==> config.mk <==
export PLATFORM = sky130hd
export DESIGN_NAME = pwm_capture
export DESIGN_NICKNAME = d
export VERILOG_FILES = /design/src/rtl/pwm_capture.sv
export SDC_FILE = /design/constraint.sdc
export NUM_CORES = 1
export LEC_CHECK = 0
export CAP_MARGIN = 5
export CORE_MARGIN = 2
export CORE_UTILIZATION = 40
export CTS_BUF_LIST = sky130_fd_sc_hd__clkbuf_4 sky130_fd_sc_hd__clkbuf_8 sky130_fd_sc_hd__clkbuf_16
export DETAILED_ROUTE_END_ITERATION = 6
export GPL_TIMING_DRIVEN = 0
export MAX_ROUTING_LAYER = met4
export PLACE_DENSITY = 0.66
export RECOVER_POWER = 100
export SLEW_MARGIN = 10
export SYNTH_ARGS = -nofsm -noshare
export SYNTH_HDL_FRONTEND = slang
export SYNTH_SLANG_ARGS = --single-unit
==> constraint.sdc <==
create_clock -name wb_clk_i -period 10.1 [get_ports wb_clk_i]
set_input_delay 1.515 -clock wb_clk_i [delete_from_list [all_inputs] [get_ports wb_clk_i]]
set_output_delay 1.515 -clock wb_clk_i [all_outputs]
set_load 0.02 [all_outputs]
==> src/rtl/pwm_capture.sv <==
// pwm_capture: Wishbone-slave PWM measurement block.
// Samples one asynchronous PWM waveform and reports its period and high time
// in prescaled clock ticks, plus a capture counter and sticky status flags.
// Optional build macro PWMCAP_IRQ_EN adds CTRL.IE and the irq_o output.
module pwm_capture #(
    parameter int CW          = 32,
    parameter int SYNC_STAGES = 2
) (
    input  logic        wb_clk_i,
    input  logic        wb_rst_i,
    input  logic        wbs_stb_i,
    input  logic        wbs_cyc_i,
    input  logic        wbs_we_i,
    input  logic [3:0]  wbs_sel_i,
    input  logic [31:0] wbs_adr_i,
    input  logic [31:0] wbs_dat_i,
    output logic        wbs_ack_o,
    output logic [31:0] wbs_dat_o,
    input  logic        pwm_i
`ifdef PWMCAP_IRQ_EN
    ,
    output logic        irq_o
`endif
);

    typedef enum logic [1:0] {
        S_IDLE = 2'd0,
        S_ARM  = 2'd1,
        S_HIGH = 2'd2,
        S_LOW  = 2'd3
    } state_t;

    localparam logic [CW-1:0] CNT_MAX = '1;
    localparam logic [CW-1:0] CNT_ONE = CW'(1);

    localparam logic [2:0] A_CTRL     = 3'd0;
    localparam logic [2:0] A_STATUS   = 3'd1;
    localparam logic [2:0] A_PRESCALE = 3'd2;
    localparam logic [2:0] A_PERIOD   = 3'd3;
    localparam logic [2:0] A_HIGH     = 3'd4;
    localparam logic [2:0] A_EDGES    = 3'd5;

    // Control registers
    logic              en;
    logic              pol;
    logic              ie;
    logic [15:0]       prescale;

    // Input conditioning
    logic [SYNC_STAGES-1:0] sync;
    logic              prev;
    logic              level;
    logic              rise;
    logic              fall;

    // Measurement datapath
    state_t            state;
    logic [CW-1:0]     cnt;
    logic [CW-1:0]     cnt_next;
    logic [CW-1:0]     hi;
    logic [CW-1:0]     period;
    logic [CW-1:0]     high_time;
    logic [15:0]       pre;
    logic [15:0]       pre_lim;
    logic [15:0]       edges;
    logic              running;
    logic              tick;
    logic              cnt_sat;
    logic              capture;
    logic              ovf_set;

    // Status flags
    logic              valid;
    logic              ovr;
    logic              ovf;

    // Bus decode
    logic              req;
    logic              wr;
    logic [2:0]        idx;
    logic              wr_ctrl;
    logic              wr_status;
    logic              wr_prescale;
    logic [31:0]       rdata;

    // Address bits above the page offset, byte lanes 2-3 and the upper data
    // half carry nothing for this block.
    logic              unused;
    assign unused = ^{wbs_adr_i[31:5], wbs_adr_i[1:0], wbs_sel_i[3:2], wbs_dat_i[31:16]};

    // ------------------------------------------------------------------
    // Input synchronizer, polarity and edge detection
    // ------------------------------------------------------------------
    assign level = sync[SYNC_STAGES-1] ^ pol;
    assign rise  = level & ~prev;
    assign fall  = ~level & prev;

    // Shift pwm_i through the synchronizer and keep the previous level
    always_ff @(posedge wb_clk_i or posedge wb_rst_i) begin
        if (wb_rst_i) begin
            sync <= '0;
            prev <= 1'b0;
        end else begin
            sync <= {sync[SYNC_STAGES-2:0], pwm_i};
            prev <= level;
        end
    end

    // ------------------------------------------------------------------
    // Tick generation and saturating measurement counter
    // ------------------------------------------------------------------
    // The edge cycle itself may carry a tick, so results use cnt_next; this
    // makes a spacing of d clocks read floor(d / (PRESCALE+1)).
    assign running  = en && ((state == S_HIGH) || (state == S_LOW));
    assign tick     = running && (pre == pre_lim);
    assign cnt_sat  = (cnt == CNT_MAX);
    assign cnt_next = (tick && !cnt_sat) ? cnt + CNT_ONE : cnt;
    assign ovf_set  = tick && cnt_sat;
    assign capture  = en && (state == S_LOW) && rise;

    // Capture FSM: counters, latched high time and published results
    always_ff @(posedge wb_clk_i or posedge wb_rst_i) begin
        if (wb_rst_i) begin
            state     <= S_IDLE;
            cnt       <= '0;
            pre       <= '0;
            pre_lim   <= '0;
            hi        <= '0;
            period    <= '0;
            high_time <= '0;
            edges     <= '0;
        end else if (!en) begin
            state   <= S_IDLE;
            cnt     <= '0;
            pre     <= '0;
            pre_lim <= prescale;
        end else begin
            case (state)
                S_IDLE: begin
                    state   <= S_ARM;
                    edges   <= '0;
                    cnt     <= '0;
                    pre     <= '0;
                    pre_lim <= prescale;
                end
                S_ARM: begin
                    if (rise) begin
                        state   <= S_HIGH;
                        cnt     <= '0;
                        pre     <= '0;
                        pre_lim <= prescale;
                    end
                end
                S_HIGH: begin
                    cnt <= cnt_next;
                    pre <= tick ? 16'd0 : pre + 16'd1;
                    if (tick) begin
                        pre_lim <= prescale;
                    end
                    if (fall) begin
                        hi    <= cnt_next;
                        state <= S_LOW;
                    end
                end
                S_LOW: begin
                    if (rise) begin
                        period    <= cnt_next;
                        high_time <= hi;
                        edges     <= edges + 16'd1;
                        cnt       <= '0;
                        pre       <= '0;
                        pre_lim   <= prescale;
                        state     <= S_HIGH;
                    end else begin
                        cnt <= cnt_next;
                        pre <= tick ? 16'd0 : pre + 16'd1;
                        if (tick) begin
                            pre_lim <= prescale;
                        end
                    end
                end
                default: begin
                    state <= S_IDLE;
                end
            endcase
        end
    end

    // Sticky status flags; a new capture or overflow wins over a w1c
    always_ff @(posedge wb_clk_i or posedge wb_rst_i) begin
        if (wb_rst_i) begin
            valid <= 1'b0;
            ovr   <= 1'b0;
            ovf   <= 1'b0;
        end else begin
            if (capture) begin
                valid <= 1'b1;
            end else if (wr_status && wbs_dat_i[0]) begin
                valid <= 1'b0;
            end
            if (capture && valid) begin
                ovr <= 1'b1;
            end else if (wr_status && wbs_dat_i[1]) begin
                ovr <= 1'b0;
            end
            if (ovf_set) begin
                ovf <= 1'b1;
            end else if (wr_status && wbs_dat_i[2]) begin
                ovf <= 1'b0;
            end
        end
    end

    // ------------------------------------------------------------------
    // Wishbone slave
    // ------------------------------------------------------------------
    assign req         = wbs_stb_i && wbs_cyc_i && !wbs_ack_o;
    assign wr          = req && wbs_we_i;
    assign idx         = wbs_adr_i[4:2];
    assign wr_ctrl     = wr && (idx == A_CTRL) && wbs_sel_i[0];
    assign wr_status   = wr && (idx == A_STATUS) && wbs_sel_i[0];
    assign wr_prescale = wr && (idx == A_PRESCALE);

    // Single-cycle ack with read data registered alongside it
    always_ff @(posedge wb_clk_i or posedge wb_rst_i) begin
        if (wb_rst_i) begin
            wbs_ack_o <= 1'b0;
            wbs_dat_o <= 32'd0;
        end else begin
            wbs_ack_o <= req;
            wbs_dat_o <= (req && !wbs_we_i) ? rdata : 32'd0;
        end
    end

`ifdef PWMCAP_IRQ_EN
    // Control and prescale registers, byte-lane gated
    always_ff @(posedge wb_clk_i or posedge wb_rst_i) begin
        if (wb_rst_i) begin
            en       <= 1'b0;
            pol      <= 1'b0;
            ie       <= 1'b0;
            prescale <= '0;
        end else begin
            if (wr_ctrl) begin
                en  <= wbs_dat_i[0];
                pol <= wbs_dat_i[1];
                ie  <= wbs_dat_i[2];
            end
            if (wr_prescale && wbs_sel_i[0]) begin
                prescale[7:0] <= wbs_dat_i[7:0];
            end
            if (wr_prescale && wbs_sel_i[1]) begin
                prescale[15:8] <= wbs_dat_i[15:8];
            end
        end
    end

    // Interrupt follows VALID gated by IE, one register later
    always_ff @(posedge wb_clk_i or posedge wb_rst_i) begin
        if (wb_rst_i) begin
            irq_o <= 1'b0;
        end else begin
            irq_o <= valid && ie;
        end
    end
`else
    assign ie = 1'b0;

    // Control and prescale registers, byte-lane gated
    always_ff @(posedge wb_clk_i or posedge wb_rst_i) begin
        if (wb_rst_i) begin
            en       <= 1'b0;
            pol      <= 1'b0;
            prescale <= '0;
        end else begin
            if (wr_ctrl) begin
                en  <= wbs_dat_i[0];
                pol <= wbs_dat_i[1];
            end
            if (wr_prescale && wbs_sel_i[0]) begin
                prescale[7:0] <= wbs_dat_i[7:0];
            end
            if (wr_prescale && wbs_sel_i[1]) begin
                prescale[15:8] <= wbs_dat_i[15:8];
            end
        end
    end
`endif

    // Register read multiplexer
    always_comb begin
        rdata = 32'd0;
        case (idx)
            A_CTRL:     rdata = {29'd0, ie, pol, en};
            A_STATUS:   rdata = {26'd0, state, level, ovf, ovr, valid};
            A_PRESCALE: rdata = {16'd0, prescale};
            A_PERIOD:   rdata = 32'(period);
            A_HIGH:     rdata = 32'(high_time);
            A_EDGES:    rdata = {16'd0, edges};
            default:    rdata = 32'd0;
        endcase
    end

endmodule
Yosys cells after proc, flatten, opt, wreduce, memory -nomap -nowiden
Index checks and enable logic that the tools add are counted.

word-level totals
  output and inout bits = 33
  register bits after elaboration = 235
  input bits = 74
  word-level logic and storage cells = 106

cells by class
  muxes and demuxes = 29
  bitwise gates (word level) = 5
  reduce and logical (&&, ||, !) cells = 36
  add/subtract/negate cells = 3
  equality and inequality tests = 14

operators by type and width
  operator               number
  $pmux 32 s6            1
  $mux 32                5
  $mux 16                9
  $pmux 16 s4            2
  $pmux 32 s4            1
  $add 16x1->16 const B  2
  $add 32x1->32 const B  1
  $eq 32x32->1 const B   1
  $pmux 16 s2            1
  $logic_and 1x1->1      21
  $eq 16x16->1           1
  $reduce_and 3->1       3
  $reduce_bool 2->1      4
  $eq 3x2->1 const B     2
  $eq 3x3->1 const B     2
  $mux 1                 6
  $mux 2                 3
  $ne 3x3->1 const B     2
  $pmux 2 s3             1
  $eq 2x2->1 const B     2
  $eq 3x1->1 const B     1
  $logic_not 1->1        3
  $logic_not 3->1        1
  $ne 3x2->1 const B     1
  9 further kinds        11

Longest topological paths before layout
Gate-level depths: netlist (run 1).

  word-level depth = 9
  depth in mapped cells = 10
  depth with buffers taken out = 7

Worst setup path after synthesis (run 1)
OpenSTA, ideal clock, no wires.

  kind = input-to-reg
  start = input port wbs_adr_i[3]
  end = register prescale[0]
  setup time = 0.125 ns
  data required time = 9.975 ns
  slack = 6.806 ns
  path buffers = 2
  stages = 5
  arrival = 3.169 ns
  cell sequence = clkbuf_1 nand2b_1 clkbuf_1 nor3_1 mux2_2

on the way
  cells in the longest elaborated chain, start to end = 3

ends and longest elaborated chain
  element               line  text
  start, declared       15    input logic [31:0] wbs_adr_i,
  $eq 3x2->1            222   assign wr_prescale = wr && (idx == A_PRESCALE);
  $logic_and 1x1->1     222
  $logic_and 1x1->1     280   if (wr_prescale && wbs_sel_i[0]) begin
  end signal, assigned  281   prescale[7:0] <= wbs_dat_i[7:0];
  end, declared         47    logic [15:0] prescale;

No other way between the ends.
A chain may end at the register's enable or synchronous reset.

==> results of run 1 <==
-- final cells by class --
cell class,instances,area (µm²),area share [%]
Buffer,80,302,2.26
Clock buffer,39,810,6.07
Clock inverter,10,135,1.01
Inverter,28,106,0.797
Multi-Input combinational cell,848,4980,37.4
Sequential cell,235,5880,44.1
Tap cell,378,473,3.55
Timing Repair Buffer,61,646,4.84
-- routing by layer --
metal / up-vias / track usage, % / share of wire [%]
met5: - / - / 0
met4: 0 / 5.26 / 2.2
met3: 56 / 4.33 / 7.0
met2: 284 / 35.5 / 46
met1: 4568 / 31.2 / 45
li1: 4409 / - / -
-- layout by cell type (no fill, tap or decap), types with 13 or more instances in the layout --
master           Yosys  layout
a221oi_1            14      14
clkdlybuf4s50_1      0      20
dfrtp_1            235     235
nand3_1             48      48
nand4_1             29      30
a21oi_1             23      23
clkbuf_1            73      76
xnor2_1             29      29
nor2_1             103     103
o22ai_1             18      18
xor2_1              31      31
clkbuf_16            0      27
inv_1               28      27
o21ai_0             78      78
or4_1               17      17
nor4_1              24      24
a22oi_1             19      19
mux2i_1             36      36
mux2_2              24      24
nor3_1              19      19
nand2_1            203     203
a31oi_1             19      19
dlygate4sd3_1        0      38
o22a_1              13      13
-- cells in the mapped netlist, drive strengths merged, types with 6 or more instances --
cell type	n	area, µm²
a21o	10	75.1
a21oi	23	115
a221oi	14	123
a22oi	19	143
a31oi	19	119
and2	6	37.5
and3	11	68.8
and4	6	52.6
buf	7	36.3
clkbuf	73	274
dfrtp	235	5880
inv	28	105
mux2	24	270
mux2i	36	360
nand2	203	762
nand2b	6	37.5
nand3	48	240
nand4	31	206
nor2	103	387
nor3	19	95.1
nor4	24	150
o211ai	12	90.1
o21ai	78	390
o22a	13	114
o22ai	18	113
or3	12	75.1
or4	17	128
xnor2	29	254
xor2	31	272
-- flip-flops by register name, indices dropped and copies added, names as in the netlist --
name / flops
wbs_ack_o: 1
ovf: 1
high_time: 32
pre_lim: 16
state: 2
ovr: 1
period: 32
pol: 1
prev: 1
valid: 1
sync: 2
en: 1
cnt: 32
wbs_dat_o: 32
edges: 16
pre: 16
hi: 32
prescale: 16
-- power by group through the flow --
stage	Sequential, mW	Combinational, mW	Clock [mW]
floorplan	0.995	0.0850	0
global placement	1.01	0.126	0
detailed placement	1.01	0.132	0
CTS	0.991	0.133	1.03
global route	0.994	0.146	1.07
finish	0.992	0.132	1.02
-- how the worst min path moves through the flow --
stage	start	end	slack [ns]
global placement	sync[0]	sync[1]	0.34
floorplan	sync[0]	sync[1]	0.33
detailed placement	sync[0]	sync[1]	0.35
finish	sync[0]	sync[1]	0.37
CTS	sync[0]	sync[1]	0.37
global route	sync[0]	sync[1]	0.37
-- per-stage QoR --
stage,worst slack [ns],utilization [%]
floorplan,2.14,-
global placement,-0.857,44.4
detailed placement,6.00,44.7
CTS,6.57,48.1
global route,5.67,48.0
finish,6.27,48.0
-- kinds of logic after synthesis --
kind of cell,share of synthesized area (%)
compound gates,13.0
xor+xnor,4.66
fa+ha+maj,0.333
buf+inv,3.68
flops,52.1
mux,5.59
simple gates,20.6
==> results_dict.tcl, run 1 <==
set metrics [dict create \
    grt_pass1_vias 9045 \
    dr.pass1.iters 7 \
    fp-row-count 61 \
    drive_gt1_share_pct 6.15 \
    ir_worst_vdd_uv 127 \
    required_ns 10.22 \
    dpl_cell_area_mm2 0.0124 \
    regToRegStartpoint "cnt[11]" \
    tightest_slew_ns 3.23 \
    fin_area_mm2 0.0133 \
    fin_nets 1358 \
    drv_cap 1 \
    clkLatencyLatePin_ns 0.55 \
    postCtsHoldBufs 0 \
    instances_no_fill 1679 \
    antenna_cells 0 \
    pwr-share-seq_pct 46.3 \
    htree_levels 1 \
    place.gp.congestion 0.912 \
    crit_type "primary input to async pin" \
    die_w_um 172 \
    fin_crit_ns 3.83 \
    drt_wl_total_mm 31.9 \
    yosysUniqueCellTypes 52 \
    ys_warn_count 0 \
    post_cts_buffers 0 \
    relSlewSlack_pct -117 \
    cp.depth 2 \
    fp.dieH_um 172 \
    num_vias 9317 \
    cts_tree "done" \
    cp-start-kind "primary input" \
    fin_crit_sh_pct 37.9 \
    crit_buf_inv 2 \
    tns_ns 0 \
    syn_nets 1268 \
    critPathSlowestCell "clkinvlp_2" \
    slowest_delay_ns 1.82 \
    outcome "finished, violations left" \
    clock_skew_ns 0.00971 \
    wire_per_inst_um 19.0 \
    synthFlopType "dfrtp_1" \
    syn_area_per_cell_um2 9.48 \
    cts_resized 0 \
    postSynthCellCount 1191 \
    grt_pass1_wl_mm 51.0 \
    start_util_pct 40.6 \
    drt_iter0_markers 736 \
    grtUsageTotal_pct 22.8 \
    total_power_mw 2.14 \
    overflow 0 \
    clockRootBuffer "clkbuf_16" \
    critPathTopFamily "buffers and inverters" \
    p_int_mw 1.62 \
    async_flop_share_pct 100 \
    finalHoldViolations 0 \
    r2r_setup_slack_ns 6.63 \
    leakage_nw 5.87 \
    setup.worst_path.end_class "async pin" \
    max_freq_mhz 261 \
    reg2reg_depth 6 \
    dieArea_mm2 0.0296 \
    clk_pin_slew_worst_paths_ns 0.06 \
    power.switching_mw 0.521 \
    ys_ff_latch 235 \
    power.density_mw_per_mm2 161 \
    dp_hpwl_mm 23.1 \
    crit_fanout 71 \
    io-pin-count 107 \
    rsz0062_at_grt "no" \
    area_growth_pct 18.2 \
    crit_path_end "wbs_dat_o[29]" \
    cts_buffer_depth 3 \
    coreArea_mm2 0.0278 \
    clkPwrFrac_pct 47.5 \
    ys_seq_area_share_pct 52.1 \
    vias_per_cell 5.55 \
    cp_data_arrival_time_ns 3.95 \
    hold_path_class "register to register" \
    synth_edf_count 0 \
    placedCellCount 1630 \
    r2r-end "hi[20]" \
    ant_nets 0 \
    cts_inserted_buffers 27 \
    grt_max_degree 87 \
    violations "capacitance limit, slew limit" \
    nFillCells 2646 \
    syn_area_mm2 0.0113 \
    startpoint "wb_rst_i" \
    pwr-share-comb_pct 6.2 \
    switching_share_pct 24.3 \
    antenna_found_initial 0 \
    worstHoldPathCells 0 \
    io_buffers 58 \
    final-setup-viol-count 0 \
    slew_violations 70 \
    finalHoldWorstSlack_ns 0.367 \
    drc 0 \
    cts.sinks 235 \
    path_cells "dlygate4sd3_1 -> clkinvlp_2" \
]
(Power assumes the default switching activity.)
==> run 2, diff against run 1 <==
- clock period: 10.1 -> 3.64 ns (I/O delays scaled with it)
==> run 2 against run 1 <==
Effect of this change: the flow still finishes with violations (capacitance limit, slew limit); clock skew up 0.0034 ns; via count up 0.69%; die area unchanged; utilization down 0.13 points; non-clock buffer count up 5; final cell count up 0.36%; clock power rose to 2.7 times the previous value; critical path depth up 4; total power rose to 2.7 times the previous value.
==> results_dict.tcl, run 2 (synthesis gave the netlist of run 1 again) <==
set metrics [dict create \
    die_w_um 172 \
    outcome "finished, violations left" \
    antenna_cells 0 \
    clkLatencyLatePin_ns 0.55 \
    ant_nets 0 \
    grt_pass1_wl_mm 51.1 \
    max_freq_mhz 301 \
    htree_levels 1 \
    cp_common_cell "nand4_1" \
    cts_buffer_depth 3 \
    crit_type "register to register" \
    hold_path_class "register to register" \
    ir_worst_vdd_uv 378 \
    clockRootBuffer "clkbuf_16" \
    final_common_cell "dfrtp_1" \
    place.gp.congestion 0.900 \
    cp_data_arrival_time_ns 3.72 \
    drc 0 \
    finalHoldViolations 0 \
    dr.pass1.iters 5 \
    worstHoldPathCells 0 \
    pre_cts_ws_ns 0.345 \
    setup.worst_path.end_class "register" \
    utilization_pct 47.9 \
    io-pin-count 107 \
    final_cell_mix "dfrtp_1, nand2_1, nor2_1, clkbuf_1, o21ai_0" \
    required_ns 4.05 \
    rsz0062_at_grt "no" \
    cts_inserted_buffers 27 \
    start_util_pct 40.6 \
    violations "capacitance limit, slew limit" \
    final-setup-viol-count 0 \
    clock_skew_ns 0.0131 \
    drive_gt1_share_pct 6.27 \
    postCtsHoldBufs 0 \
    vias_per_cell 5.57 \
    dieArea_mm2 0.0296 \
    drv_cap 2 \
    drt_wl_total_mm 32.0 \
    grtUsageTotal_pct 22.8 \
    dp_hpwl_mm 23.7 \
    slew_violations 67 \
    clk_pin_slew_worst_paths_ns 0.06 \
    power.density_mw_per_mm2 442 \
    io_buffers 58 \
    num_vias 9381 \
    nFillCells 2672 \
    cp-start-kind "register" \
    grt_pass1_vias 9149 \
    total_power_mw 5.88 \
    relSlewSlack_pct -22.6 \
    fin_nets 1363 \
    wire_per_inst_um 19.0 \
    fp-row-count 61 \
    area_growth_pct 17.9 \
    fin_crit_ns 3.32 \
    cts_resized 0 \
    drt_iter0_markers 806 \
    cts.sinks 235 \
    tightest_slew_ns 1.84 \
    leakage_nw 5.83 \
    layout_setup_ws_ns 0.323 \
    fin_crit_sh_pct 91.1 \
    reg2reg_depth 6 \
    antenna_found_initial 0 \
    cts_tree "done" \
    grt_max_degree 40 \
    slowest_delay_ns 0.98 \
    overflow 0 \
    fp.dieH_um 172 \
    crit_fanout 6 \
    post_cts_buffers 0 \
    critPathSlowestCell "a2111oi_0" \
    coreArea_mm2 0.0278 \
    path_cells "nand4_1 -> or4_1 -> a2111oi_0 -> nand4_1 -> xnor2_1 -> o21ai_0" \
]
-- run 2: critical path: cells and delay by family, from the launching register on --
family | cells | cell delay, ns
AOI/OAI and AO/OA | 2 | 1.15
xor gates and xnor gates | 1 | 0.43
DFF | 1 | 0.47
and+or+nand+nor | 3 | 1.13
-- run 2: routing by layer --
layer / track usage [%] / share of wire [%]
met1: 31.6 / 45
met2: 35.8 / 47
met3: 3.18 / 6.1
met4: 5.48 / 2.4
met5: - / 0
-- run 2: report_power, final --
group / total (mW) / leakage (nW) / switching [mW] / internal [mW]
Combinational: 0.362 / 2.15 / 0.240 / 0.123
Clock: 2.76 / 0.436 / 1.14 / 1.62
Sequential: 2.75 / 3.25 / 0.0814 / 2.67
Total: 5.88 / 5.83 / 1.46 / 4.42
-- run 2: path summary, 6_finish.rpt --
| path | slack, ns | to | start |
|---|---|---|---|
| max | 0.32 | hi[26] | cnt[9] |
| min | 0.37 | sync[1] | sync[0] |
| max reg2reg | 0.32 | hi[26] | cnt[9] |
| min reg2reg | 0.37 | sync[1] | sync[0] |
| max in group asynchronous | 0.62 | hi[27] | wb_rst_i |
| min in group asynchronous | 0.47 | high_time[6] | wb_rst_i |
-- run 2: per-stage QoR --
| stage | cell area (µm²) | std cells | hold WS (ns) | TNS, ns |
|---|---|---|---|---|
| after global placement | 12300 | 1627 | 0.343 | -410.20 |
| after floorplan | 11300 | 1191 | 0.331 | 0 |
| after CTS | 13400 | 1685 | 0.339 | 0 |
| final | 13300 | 1685 | 0.368 | 0 |
| after global routing | 13300 | 1685 | 0.384 | 0 |
| after detailed placement | 12500 | 1635 | 0.343 | 0 |
-- run 2: layout make-up --
cell class	instances	area, µm²	area share (%)
Inverter	28	106	0.800
Tap cell	378	473	3.56
Buffer	80	302	2.27
Timing Repair Buffer	66	633	4.76
Multi-Input combinational cell	848	4980	37.5
Clock inverter	17	170	1.28
Sequential cell	235	5880	44.2
Clock buffer	33	752	5.65
==> patch: new RTL, settings of run 2 <==
Build with the macro `PWMCAP_IRQ_EN` defined.
--- a/src/rtl/pwm_capture.sv
+++ b/src/rtl/pwm_capture.sv
@@ -2,6 +2,8 @@
 // Samples one asynchronous PWM waveform and reports its period and high time
 // in prescaled clock ticks, plus a capture counter and sticky status flags.
 // Optional build macro PWMCAP_IRQ_EN adds CTRL.IE and the irq_o output.
+`define PWMCAP_IRQ_EN
+
 module pwm_capture #(
     parameter int CW          = 32,
     parameter int SYNC_STAGES = 2
Formal check against the unedited RTL (old outputs only; new: irq_o): not equivalent (Yosys sat finds a counterexample within 4 cycles, from zero or initial values and one cycle with wb_rst_i high).
==> patch against run 2 <==
  * The run still ends with max-capacitance violations, max-slew violations left
  * Clock skew increased by 0.016 ns
  * Highest routed layer unchanged
  * Sequential cell count up 2
  * Worst hold slack got worse by 0.0052 ns
  * Maximum frequency grew 0.53%
  * Largest cell class unchanged
  * Clock power fell by 2%
  * Non-clock buffer count down 7
  * Routed wire length is 4.0% lower
  * Power is 1.2% lower
  * Area after synthesis increased by 0.31%
  * Design area decreased by 0.20%
  * Worst setup slack better by 0.018 ns
==> patch: results <==
metrics = {
    "worst_setup_path": {
        "crit-reg2reg-launch": "pre[6]",
        "r2r_slack_ns": 0.34,
        "crit_path_end": "pre_lim[0]",
        "slowest_delay_ns": 0.64,
        "cp.arrival_ns": 3.73,
        "cpLargestDelayFamily": "simple AND/OR/NAND/NOR gates",
        "r2r_cells": 8,
        "cp_max_fo": 10,
        "critPathSlowestCell": "nor4_1",
    },
    "place": {
        "post-dp-hpwl_um": 22800,
        "dpl_cell_area_um2": 12500,
    },
    "layout": {
        "clock_area_share_pct": 6.79,
        "n_all_buffers": 139,
        "buf_share_pct": 6.89,
        "multi_input_area_um2": 4960,
        "nFillCells": 2580,
        "clkbuf_count": 40,
        "layout-drive-gt1-share_pct": 7.05,
        "seq_share_pct": 44.7,
        "seq_cells": 237,
        "multi_input_cells": 827,
    },
    "power": {
        "pg_clk_mw": 2.70,
        "p_sw_mw": 1.39,
        "leakagePower_nw": 5.87,
        "p_comb_mw": 0.361,
    },
    "run_status": {
        "violations": "max-capacitance violations, max-slew violations",
        "status": "finished with violations",
    },
    "global_routing": {
        "grtUsageMet2_pct": 33.9,
        "grt_pass1_vias": 9012,
        "grt_max_degree": 39,
        "grtUsageMet1_pct": 29.6,
        "grt_use_total_pct": 22.0,
    },
    "logic_synthesis": {
        "synth-compound-area-share_pct": 11.6,
        "synth.distinct_cells": 62,
        "synth_xor_area_share_pct": 4.33,
        "synthMuxAreaShare_pct": 7.26,
        "synthAdderAreaFrac_pct": 0.332,
    },
    "flow_run": {
        "maxCapViolCount": 1,
    },
    "routing": {
        "drtIter0Drc": 698,
        "dr.pass1.iters": 7,
        "wl_met1_um": 13900,
        "dr_wl_met3_um": 1830,
        "met2_length_um": 13800,
    },
    "timing": {
        "clock-skew-final_ns": 0.0288,
        "maxSlewViolCount": 37,
        "relSlewSlack_pct": -26.5,
    },
    "floorplan": {
        "dieWidth_um": 172,
    },
    "clock_network": {
        "numCtsBuffers": 26,
    },
}
==> patch: cell count changes after synthesis, sizes merged, moves of 8 or more <==
| cell | delta |
|---|---|
| o22ai | -17 |
| a31oi | +10 |
| xor2 | -10 |
| buf | +8 |
| clkbuf | -15 |
| a221oi | -14 |
| mux2 | +13 |
| o21ai | -11 |
==> patch: worst reg2reg max path, cell delays in order, from the launching register on <==
cell and delay, ns:
dfrtp_1 0.47, xor2_1 0.18, nor4_1 0.64, and3_1 0.25, buf_2 0.19, a21oi_1 0.15
nor2_1 0.46, clkbuf_1 0.46, mux2_1 0.38
==> patch: per-stage QoR <==
stage,hold slack [ns],cells,TNS [ns],utilization (%),setup slack (ns)
2_1_floorplan,0.331,1162,-2.81,-,-0.0119
3_3_place_gp,0.339,1598,-429.56,44.4,-1.84
3_5_place_dp,0.354,1606,0,45.0,0.363
4_1_cts,0.367,1654,0,48.2,0.340
5_1_grt,0.371,1654,0,47.7,0.0695
6_report,0.363,1654,0,47.7,0.340
